--- src/rtl/bpu_btb.sv ---
// Direct-mapped BTB with 2-bit counters: zero-latency IF lookup, EX training.
// Optional BPU_STATS_EN adds saturating update/mispredict counters.
module bpu_btb #(
  parameter int PC_WIDTH = 8,
  parameter int ENTRIES  = 8
) (
  input  logic                clk,
  input  logic                rst,
  input  logic [PC_WIDTH-1:0] pc_f,
  output logic                hit_f,
  output logic                pred_taken_f,
  output logic [PC_WIDTH-1:0] pred_target_f,
  input  logic                upd_valid_e,
  input  logic [PC_WIDTH-1:0] upd_pc_e,
  input  logic                upd_is_jump_e,
  input  logic                upd_taken_e,
  input  logic [PC_WIDTH-1:0] upd_target_e,
  input  logic                pred_taken_e,
  input  logic [PC_WIDTH-1:0] pred_target_e,
  output logic                mispredict_e,
  output logic [PC_WIDTH-1:0] redirect_pc_e
`ifdef BPU_STATS_EN
  ,
  output logic [31:0]         stat_updates,
  output logic [31:0]         stat_mispredicts
`endif
);

  localparam int IDX   = $clog2(ENTRIES);
  localparam int TAG_W = PC_WIDTH - IDX - 2;
  localparam logic [PC_WIDTH-1:0] PC_INC = PC_WIDTH'(4);

  logic                valid_q  [ENTRIES];
  logic                valid_d  [ENTRIES];
  logic [TAG_W-1:0]    tag_q    [ENTRIES];
  logic [TAG_W-1:0]    tag_d    [ENTRIES];
  logic [PC_WIDTH-1:0] target_q [ENTRIES];
  logic [PC_WIDTH-1:0] target_d [ENTRIES];
  logic [1:0]          ctr_q    [ENTRIES];
  logic [1:0]          ctr_d    [ENTRIES];
  logic                jump_q   [ENTRIES];
  logic                jump_d   [ENTRIES];

  logic [IDX-1:0]   idx_f;
  logic [IDX-1:0]   idx_e;
  logic [TAG_W-1:0] tag_f;
  logic [TAG_W-1:0] tag_e;
  logic             hit_e;
  logic [1:0]       ctr_e;

  always_comb begin
    idx_f = pc_f[IDX+1:2];
    tag_f = pc_f[PC_WIDTH-1:IDX+2];
    hit_f = valid_q[idx_f] && (tag_q[idx_f] == tag_f);
    pred_taken_f = hit_f && (jump_q[idx_f] || ctr_q[idx_f][1]);
    pred_target_f = pred_taken_f ? target_q[idx_f]
                                 : pc_f + PC_INC;
  end

  always_comb begin
    mispredict_e  = 1'b0;
    redirect_pc_e = '0;
    if (upd_valid_e) begin
      mispredict_e = (pred_taken_e != upd_taken_e) ||
                     (pred_taken_e && upd_taken_e &&
                      (pred_target_e != upd_target_e));
      redirect_pc_e = upd_taken_e ? upd_target_e
                                  : upd_pc_e + PC_INC;
    end
  end

  always_comb begin
    valid_d  = valid_q;
    tag_d    = tag_q;
    target_d = target_q;
    ctr_d    = ctr_q;
    jump_d   = jump_q;
    idx_e    = upd_pc_e[IDX+1:2];
    tag_e    = upd_pc_e[PC_WIDTH-1:IDX+2];
    hit_e    = valid_q[idx_e] && (tag_q[idx_e] == tag_e);
    ctr_e    = ctr_q[idx_e];
    if (upd_valid_e) begin
      unique case (1'b1)
        hit_e && upd_is_jump_e: begin
          ctr_d[idx_e]    = 2'b11;
          target_d[idx_e] = upd_target_e;
        end
        hit_e && !upd_is_jump_e && upd_taken_e: begin
          ctr_d[idx_e]    = (ctr_e == 2'b11) ? 2'b11
                                             : ctr_e + 2'd1;
          target_d[idx_e] = upd_target_e;
        end
        hit_e && !upd_is_jump_e && !upd_taken_e: begin
          ctr_d[idx_e] = (ctr_e == 2'b00) ? 2'b00
                                          : ctr_e - 2'd1;
        end
        !hit_e && upd_taken_e: begin
          valid_d[idx_e]  = 1'b1;
          tag_d[idx_e]    = tag_e;
          target_d[idx_e] = upd_target_e;
          jump_d[idx_e]   = upd_is_jump_e;
          ctr_d[idx_e]    = upd_is_jump_e ? 2'b11 : 2'b10;
        end
        default: begin
        end
      endcase
    end
  end

  always_ff @(posedge clk) begin
    if (rst) begin
      valid_q  <= '{default: '0};
      tag_q    <= '{default: '0};
      target_q <= '{default: '0};
      ctr_q    <= '{default: '0};
      jump_q   <= '{default: '0};
    end else begin
      valid_q  <= valid_d;
      tag_q    <= tag_d;
      target_q <= target_d;
      ctr_q    <= ctr_d;
      jump_q   <= jump_d;
    end
  end

`ifdef BPU_STATS_EN
  logic [31:0] upd_cnt_q;
  logic [31:0] upd_cnt_d;
  logic [31:0] mis_cnt_q;
  logic [31:0] mis_cnt_d;

  always_comb begin
    upd_cnt_d = upd_cnt_q;
    mis_cnt_d = mis_cnt_q;
    if (upd_valid_e && (upd_cnt_q != '1))
      upd_cnt_d = upd_cnt_q + 32'd1;
    if (mispredict_e && (mis_cnt_q != '1))
      mis_cnt_d = mis_cnt_q + 32'd1;
  end

  always_ff @(posedge clk) begin
    if (rst) begin
      upd_cnt_q <= '0;
      mis_cnt_q <= '0;
    end else begin
      upd_cnt_q <= upd_cnt_d;
      mis_cnt_q <= mis_cnt_d;
    end
  end

  assign stat_updates     = upd_cnt_q;
  assign stat_mispredicts = mis_cnt_q;
`endif

endmodule

--- config.mk ---
export PLATFORM = sky130hd
export DESIGN_NAME = bpu_btb
export DESIGN_NICKNAME = d
export VERILOG_FILES = /design/src/rtl/bpu_btb.sv
export SDC_FILE = /design/constraint.sdc
export NUM_CORES = 1
export LEC_CHECK = 0
export CAP_MARGIN = 20
export CELL_PAD_IN_SITES_DETAIL_PLACEMENT = 0
export CELL_PAD_IN_SITES_GLOBAL_PLACEMENT = 2
export CORE_ASPECT_RATIO = 2
export CORE_UTILIZATION = 40
export CTS_CLUSTER_SIZE = 30
export DETAILED_ROUTE_END_ITERATION = 10
export GPL_TIMING_DRIVEN = 0
export HOLD_SLACK_MARGIN = 0.08
export PLACE_DENSITY_LB_ADDON = 0.1
export REMOVE_ABC_BUFFERS = 1
export SYNTH_ARGS = -nofsm -noshare
export SYNTH_HDL_FRONTEND = slang
export SYNTH_SLANG_ARGS = --single-unit
--- constraint.sdc ---
create_clock -name clk -period 4.3 [get_ports clk]
set_clock_uncertainty 0.15 [all_clocks]
set_input_delay 0.43 -clock clk [delete_from_list [all_inputs] [get_ports clk]]
set_output_delay 0.43 -clock clk [all_outputs]
set_load 0.03 [all_outputs]
=== Word-level counts from Yosys, hierarchy flattened ===
Cells that the tools add are included.

* Add/sub/neg operators: 4
* Bitwise gates (word level): 4
* Multipliers: 0
* Div/mod/pow operators: 0
* Reduce and logical (&&, ||, !) cells: 22
* Shift operators: 0
* $lt $le $gt $ge: 3
* Equality and inequality tests: 5
* Mux-type cells: 46

{| class="wikitable"
|+ Operators by type and width
! cell !! count
|-
| bitwise mux 64 bit || 1
|-
| case mux 16 bit (4 select lines) || 1
|-
| bitwise mux 16 bit || 3
|-
| 2-to-1 mux 8 bit || 6
|-
| binary-select mux 8 bit (select 3 bit) || 1
|-
| bitwise mux 24 bit || 1
|-
| demux 8 bit (select 3 bit) || 1
|-
| binary-select mux 3 bit (select 3 bit) || 2
|-
| adder 8 x 3 -> 8 bit, second input constant || 2
|-
| OR 16 bit || 1
|-
| 2-to-1 mux 3 bit || 5
|-
| 2-to-1 mux 2 bit || 7
|-
| binary-select mux 2 bit (select 3 bit) || 2
|-
| logical AND 1 bit || 11
|-
| binary-select mux 1 bit (select 3 bit) || 3
|-
| demux 3 bit (select 3 bit) || 1
|-
| 2-to-1 mux 1 bit || 9
|-
| bitwise mux 8 bit || 1
|-
| >= comparator 4 bit, second input constant || 2
|-
| inequality test 8 bit || 1
|-
| NOT 3 -> 4 bit || 2
|-
| OR 8 bit || 1
|-
| demux 2 bit (select 3 bit) || 1
|-
| equality test 3 bit || 2
|-
| other kinds (12) || 17
|}

* Register bits: 120
* Output and inout port bits: 19
* Input port bits: 38
* Logic and storage cells: 124
* RAM bits: 0
* Latch bits: 0
* ROM bits: 0
* Memories kept: 0

=== Longest topological paths before layout ===
* Word-level depth: 10
* Gate-level depth with buffers: 11
* Gate-level depth less buffers: 7

=== Worst setup path before layout ===
Ideal clock, no wire load.

* Path kind: in2out
* Start point: input pc_f[2]
* End point: output pred_target_f[0]
* Cell stages on the path: 8
* Required time: 3.720 ns
* Setup slack: 0.467 ns
* Arrival time: 3.253 ns
* Path buffers: 2
* Cells stage by stage: clkbuf_1 -> mux4_2 -> mux2i_1 -> xnor2_1 -> a2111oi_4 -> nand2_2 -> buf_2 -> o21ai_0

* Longest elaborated chain between the ends: 8
* Elaborated cells on any way between the ends: 21
* Those cells by class: eq/ne: 1; mux: 16; bitwise: 1; reduce/logical: 3

{| class="wikitable"
|+ Ends and longest elaborated chain
! item !! RTL line !! source
|-
| start: declaration || 9 || <nowiki>input logic [PC_WIDTH-1:0] pc_f,</nowiki>
|-
| NOT 3 -> 4 bit (implied by the code) * || 54 || <nowiki>hit_f = valid_q[idx_f] && (tag_q[idx_f] == tag_f);</nowiki>
|-
| binary-select mux 3 bit (select 3 bit) || 54 ||
|-
| 2-to-1 mux 3 bit (implied by the code) (2 in a row) || 54 ||
|-
| equality test 3 bit || 54 ||
|-
| logical AND 1 bit * || 54 ||
|-
| via hit_f || 10 || <nowiki>output logic hit_f,</nowiki>
|-
| logical AND 1 bit * || 55 || <nowiki>pred_taken_f = hit_f && (jump_q[idx_f] || ctr_q[idx_f][1]);</nowiki>
|-
| 2-to-1 mux 8 bit * || 56 || <nowiki>pred_target_f = pred_taken_f ? target_q[idx_f]</nowiki>
|-
| end: declaration || 12 || <nowiki>output logic [PC_WIDTH-1:0] pred_target_f,</nowiki>
|}

The timed path passes the listed nets; every way through them passes the cells marked *. The select of a mux whose other input is x is not followed.

=== Final worst setup path ===
* Start point: input pc_f[4]
* End point: output pred_target_f[6]

* Longest elaborated chain between the ends: 8
* Elaborated cells on any way between the ends: 22
* Those cells by class: add/sub: 1; eq/ne: 1; mux: 16; bitwise: 1; reduce/logical: 3

{| class="wikitable"
|+ Ends and longest elaborated chain
! item !! RTL line
|-
| NOT 3 -> 4 bit (implied by the code) || 54, 55, 56
|-
| binary-select mux 3 bit (select 3 bit) || 54
|-
| 2-to-1 mux 3 bit (implied by the code) (2 in a row) || 54
|-
| equality test 3 bit || 54
|-
| logical AND 1 bit || 54
|-
| logical AND 1 bit || 55
|-
| 2-to-1 mux 8 bit * || 56
|}

Every way passes the cells marked *; elsewhere a longest branch is shown, timed or not. The select of a mux whose other input is x is not followed.

==> results by stage <==
STA:
- The worst pin sits at a relative slew slack of 24.5%.
- Setup repair after global routing left no endpoint under its margin.
- The number of endpoints with negative hold slack in the final report came to 0.
- After layout, the minimum clock period comes to 4100 ps.
- Setup slack on the critical path of the routed design comes to 196 ps.
- The aggregate negative setup slack is 0 ps.
- The final worst hold slack is 297 ps.
- The final critical path takes up 95.4% of the cycle.
- Setup violations remaining at the end of the flow were counted as 0.
- The number of max-slew violations in the final report came to 0.
- The peak clock frequency supported by timing is 244 MHz.
- The transition time at the pin with the least slew margin is 1130 ps.

Yosys:
- The top flip-flop cell by instance count after synthesis is dfxtp_1.
- Summing the sequential cell areas from Yosys gives 35.8% of the chip area.
- The synthesized netlist devotes 0.709% of its cell area to adder and majority cells.
- After synthesis, the most frequently instantiated cells are dfxtp_1, mux2i_1, nand2b_1, mux4_2, clkbuf_1.
- The mapped netlist covers 0.00671 sq mm.
- The number of warning messages in the yosys log is 0.
- Summed over its instances, the top area cell type makes up 35.8% of the synthesized netlist area.
- The synthesized instance count is 655.
- Synthesis inferred 120 register bits.
- The portion of synthesized area spent on multiplexers is 27.9%.
- By area the synthesized netlist is led by dfxtp_1, mux2i_1, nand2b_1.
- dfxtp_1 is the most common cell in the netlist.
- The area share of xor/xnor cells in the synthesized design is 2.48%.
- dfxtp_1 takes more of the synthesized area than any other cell.
- The average footprint of a synthesized cell is 10.2 sq um.
- Counting flops with a built-in enable in the synthesized netlist gives 0.
- The largest family of logic cells by synthesized area is multiplexers.
- After Yosys synthesis, and, or, nand and nor cells account for 17.7% of the synthesized area.
- The area fraction in compound gates after synthesis is 10.7%.
- Counting flops with an async set or reset pin after synthesis yields a share of 0%.
- The netlist uses 52 different library cells.

Detailed routing:
- In the final routed layout, each cell accounts on average for 22.1 um.
- The DRC violation count after routing is 0.
- The total routed wirelength is 19.8 mm.
- The post-detailed-route count of antenna-violating nets is 0.
- The detailed-routing wirelength on met1 is 7.43 mm.
- After detailed routing, the number of vias per cell comes to 5.70.
- The detailed router finished its first iteration with 205 violations.
- The overall via count from detail_route is 5093.
- The highest layer touched by signal routing is met4.
- In the detailed route, the total length drawn on met2 is 10.5 mm.
- Wire segments on met3 add up to 659 um in the final route.
- The first TritonRoute pass finished after 5 iterations.

Critical path:
- The worst register-to-register path has a setup slack of 1090 ps.
- STA classifies the critical path startpoint as an input pin.
- The nature of the critical path endpoint is a primary output.
- The category of the most critical setup path is in -> out.
- In this run the worst path has a maximum fanout of 16.
- The delay contributed by the slowest stage of the critical path is 600 ps.
- Data arrives at the worst endpoint at 3520 ps.
- The required time of the worst setup path is 3720 ps.
- For the worst flop-to-flop path, the logic depth is 7.
- The reg-to-reg startpoint is tag_q[20]$_SDFFE_PP0P_.
- The critical path goes through buf_4 -> mux4_2 -> mux2i_2 -> xnor2_1 -> a2111oi_4 -> nand2_4 -> a211oi_1 -> a21oi_1 -> clkdlybuf4s50_1.
- In this run the critical register-to-register path is captured at target_q[59]$_SDFFE_PP0P_.
- The slowest stage of the critical path is the clkdlybuf4s50_1 cell.

Place:
- The last weighted congestion value of the routability-driven placer is 0.782.
- The post-DP HPWL is 14.0 mm.
- OpenSTA, run right after detailed placement, puts the worst setup slack at -1210 ps.
- The number of port buffers is 56.

GRT:
- The initial antenna violation count is 0.
- Global routing finished with a remaining overflow of 0.
- The first global-routing pass estimated 30.8 mm of wire.
- The total track usage is 24.6%.
- The via count of the first global-routing pass came to 5424.
- The pin count of the biggest net entering global routing is 116.

Pwr:
- In this run the static leakage power is 3.25 nW.
- The worst-case vdd ir drop is 0.000230 V.
- The areal power density over the cells is 380 mW/mm^2.

Cells and area:
- The antenna diode count is 0.
- The layout cell share with drive strength beyond 1 is 14.2%.
- In the final design database the tool counted 719 nets.
- The layout-stage area growth over the synthesis result is 19.1%.

Status:
- The run finished with clean final reports.

Floorplan:
- The initial core utilization is 41.0%.
- For this design the top-level I/O count stands at 57.
- The overall die height is 185 um.
- The horizontal extent of the die is 93.6 um.
- The area enclosed by the die boundary is 0.0173 sq mm.
- The placement row count is 66.
- The core area is 0.0164 sq mm.

Min path:
- Counting instances, the worst hold path has a depth of 3.
- In this run the worst hold path is classified as in -> reg.
- The worst-case hold path end point is target_q[35]$_SDFFE_PP0P_.
- The origin of the worst min-delay path is rst.

CTS:
- The cell sitting at the root of the clock tree is a clkbuf_16.
- The number of buffers between clock root and the deepest sink is 2.
- The TritonCTS buffer count is 17.
- The later pin in the worst-skew pair is clocked with a latency of 420 ps.
- The TritonCTS clock tree is done.
- The number of clock sinks is 120.
- The number of H-tree levels is 4.
- The clock transition at the registers of the reported paths is 60 ps.

Job:
- The max-cap check violation count is 0.
[power breakdown]
part           internal (mW)  total (mW)  switching [mW]  leakage [nW]
logic                  0.144       0.339           0.194          1.98
registers               1.13        1.14          0.0117         0.969
clock network           1.04        1.55           0.519         0.300
[area by class of cell]
type                       count  area [sq um]
clock buffer                  18           439
clock inverter                13           203
fill                        1544          8360
inverter                      11          42.5
multi-input combinational    468          4000
sequential                   120          2400
tap                          204           255
timing repair buffer          60           646
[cells by family after synthesis]
group	after synthesis
AND/OR/NAND/NOR	201
multiplexers	151
flip-flops	120
AO/OA/AOI/OAI	93
buffers and inverters	67
XOR/XNOR	19
adder cells (fa/ha/maj)	4
[routing by layer]
metal	GRT usage [%]	vias to the layer above
met5	0	-
met4	16.5	0
met3	4.15	52
met2	44.6	150
met1	25.4	2479
li1	-	2412
[worst max-delay path, delay by kind of cell]
kind | cells | cell delay, ps
buf+inv | 2 | 860
simple gates | 1 | 270
compound gates | 3 | 890
mux | 2 | 900
xor+xnor | 1 | 160
[repair_timing]
action | 4_1_cts | 5_1_grt
hold buffers | 0 | 0
setup endpoints to repair | 12 | 7
gates resized for setup | 14 | 1
setup buffers | 0 | 0
pin swaps | 1 | 1
[state kept, by name, indices dropped and copies added (netlist names)]
signal,flops
valid_q,8
tag_q,24
target_q,64
ctr_q,16
jump_q,8
[per-stage QoR]
step | cells | util [%] | total power, mW | cell area [sq um]
2_1_floorplan | 599 | - | 1.33 | 6430
6_report | 894 | 48.9 | 3.04 | 7990
5_1_grt | 894 | 48.9 | 3.14 | 7990
3_5_place_dp | 863 | 44.8 | 1.51 | 7330
3_3_place_gp | 859 | 44.3 | 1.50 | 7250
4_1_cts | 894 | 48.8 | 3.07 | 7990
[layout by cell type (no fill, tap or decap), types with 5 or more instances in the layout]
| cell type | count |
|---|---|
| nor2_1 | 13 |
| nor3_1 | 13 |
| xnor2_1 | 7 |
| dfxtp_1 | 120 |
| clkinvlp_4 | 5 |
| clkdlybuf4s50_1 | 50 |
| a22oi_1 | 5 |
| inv_1 | 9 |
| bufinv_16 | 5 |
| a31oi_2 | 7 |
| a21oi_1 | 17 |
| xor2_1 | 12 |
| clkbuf_16 | 17 |
| nand2b_1 | 109 |
| mux2i_1 | 116 |
| mux2_2 | 6 |
| nor2b_1 | 8 |
| and2_1 | 11 |
| a211oi_1 | 21 |
| o21ai_0 | 10 |
| nand2_1 | 21 |
| nand3_1 | 6 |
| nand3_2 | 6 |
| a311oi_1 | 16 |
| mux4_2 | 28 |
[worst max path at each step]
stage,from,endpoint,slack (ps),depth (start not counted)
global route,pc_f[4],pred_target_f[6],10,9
global placement,pc_f[2],pred_target_f[5],-1880,8
floorplan,pc_f[4],pred_target_f[0],760,6
finish,pc_f[4],pred_target_f[6],200,9
CTS,upd_pc_e[3],redirect_pc_e[7],100,8
detailed placement,pc_f[4],pred_target_f[5],-1210,9
(Power assumes the default switching activity.)
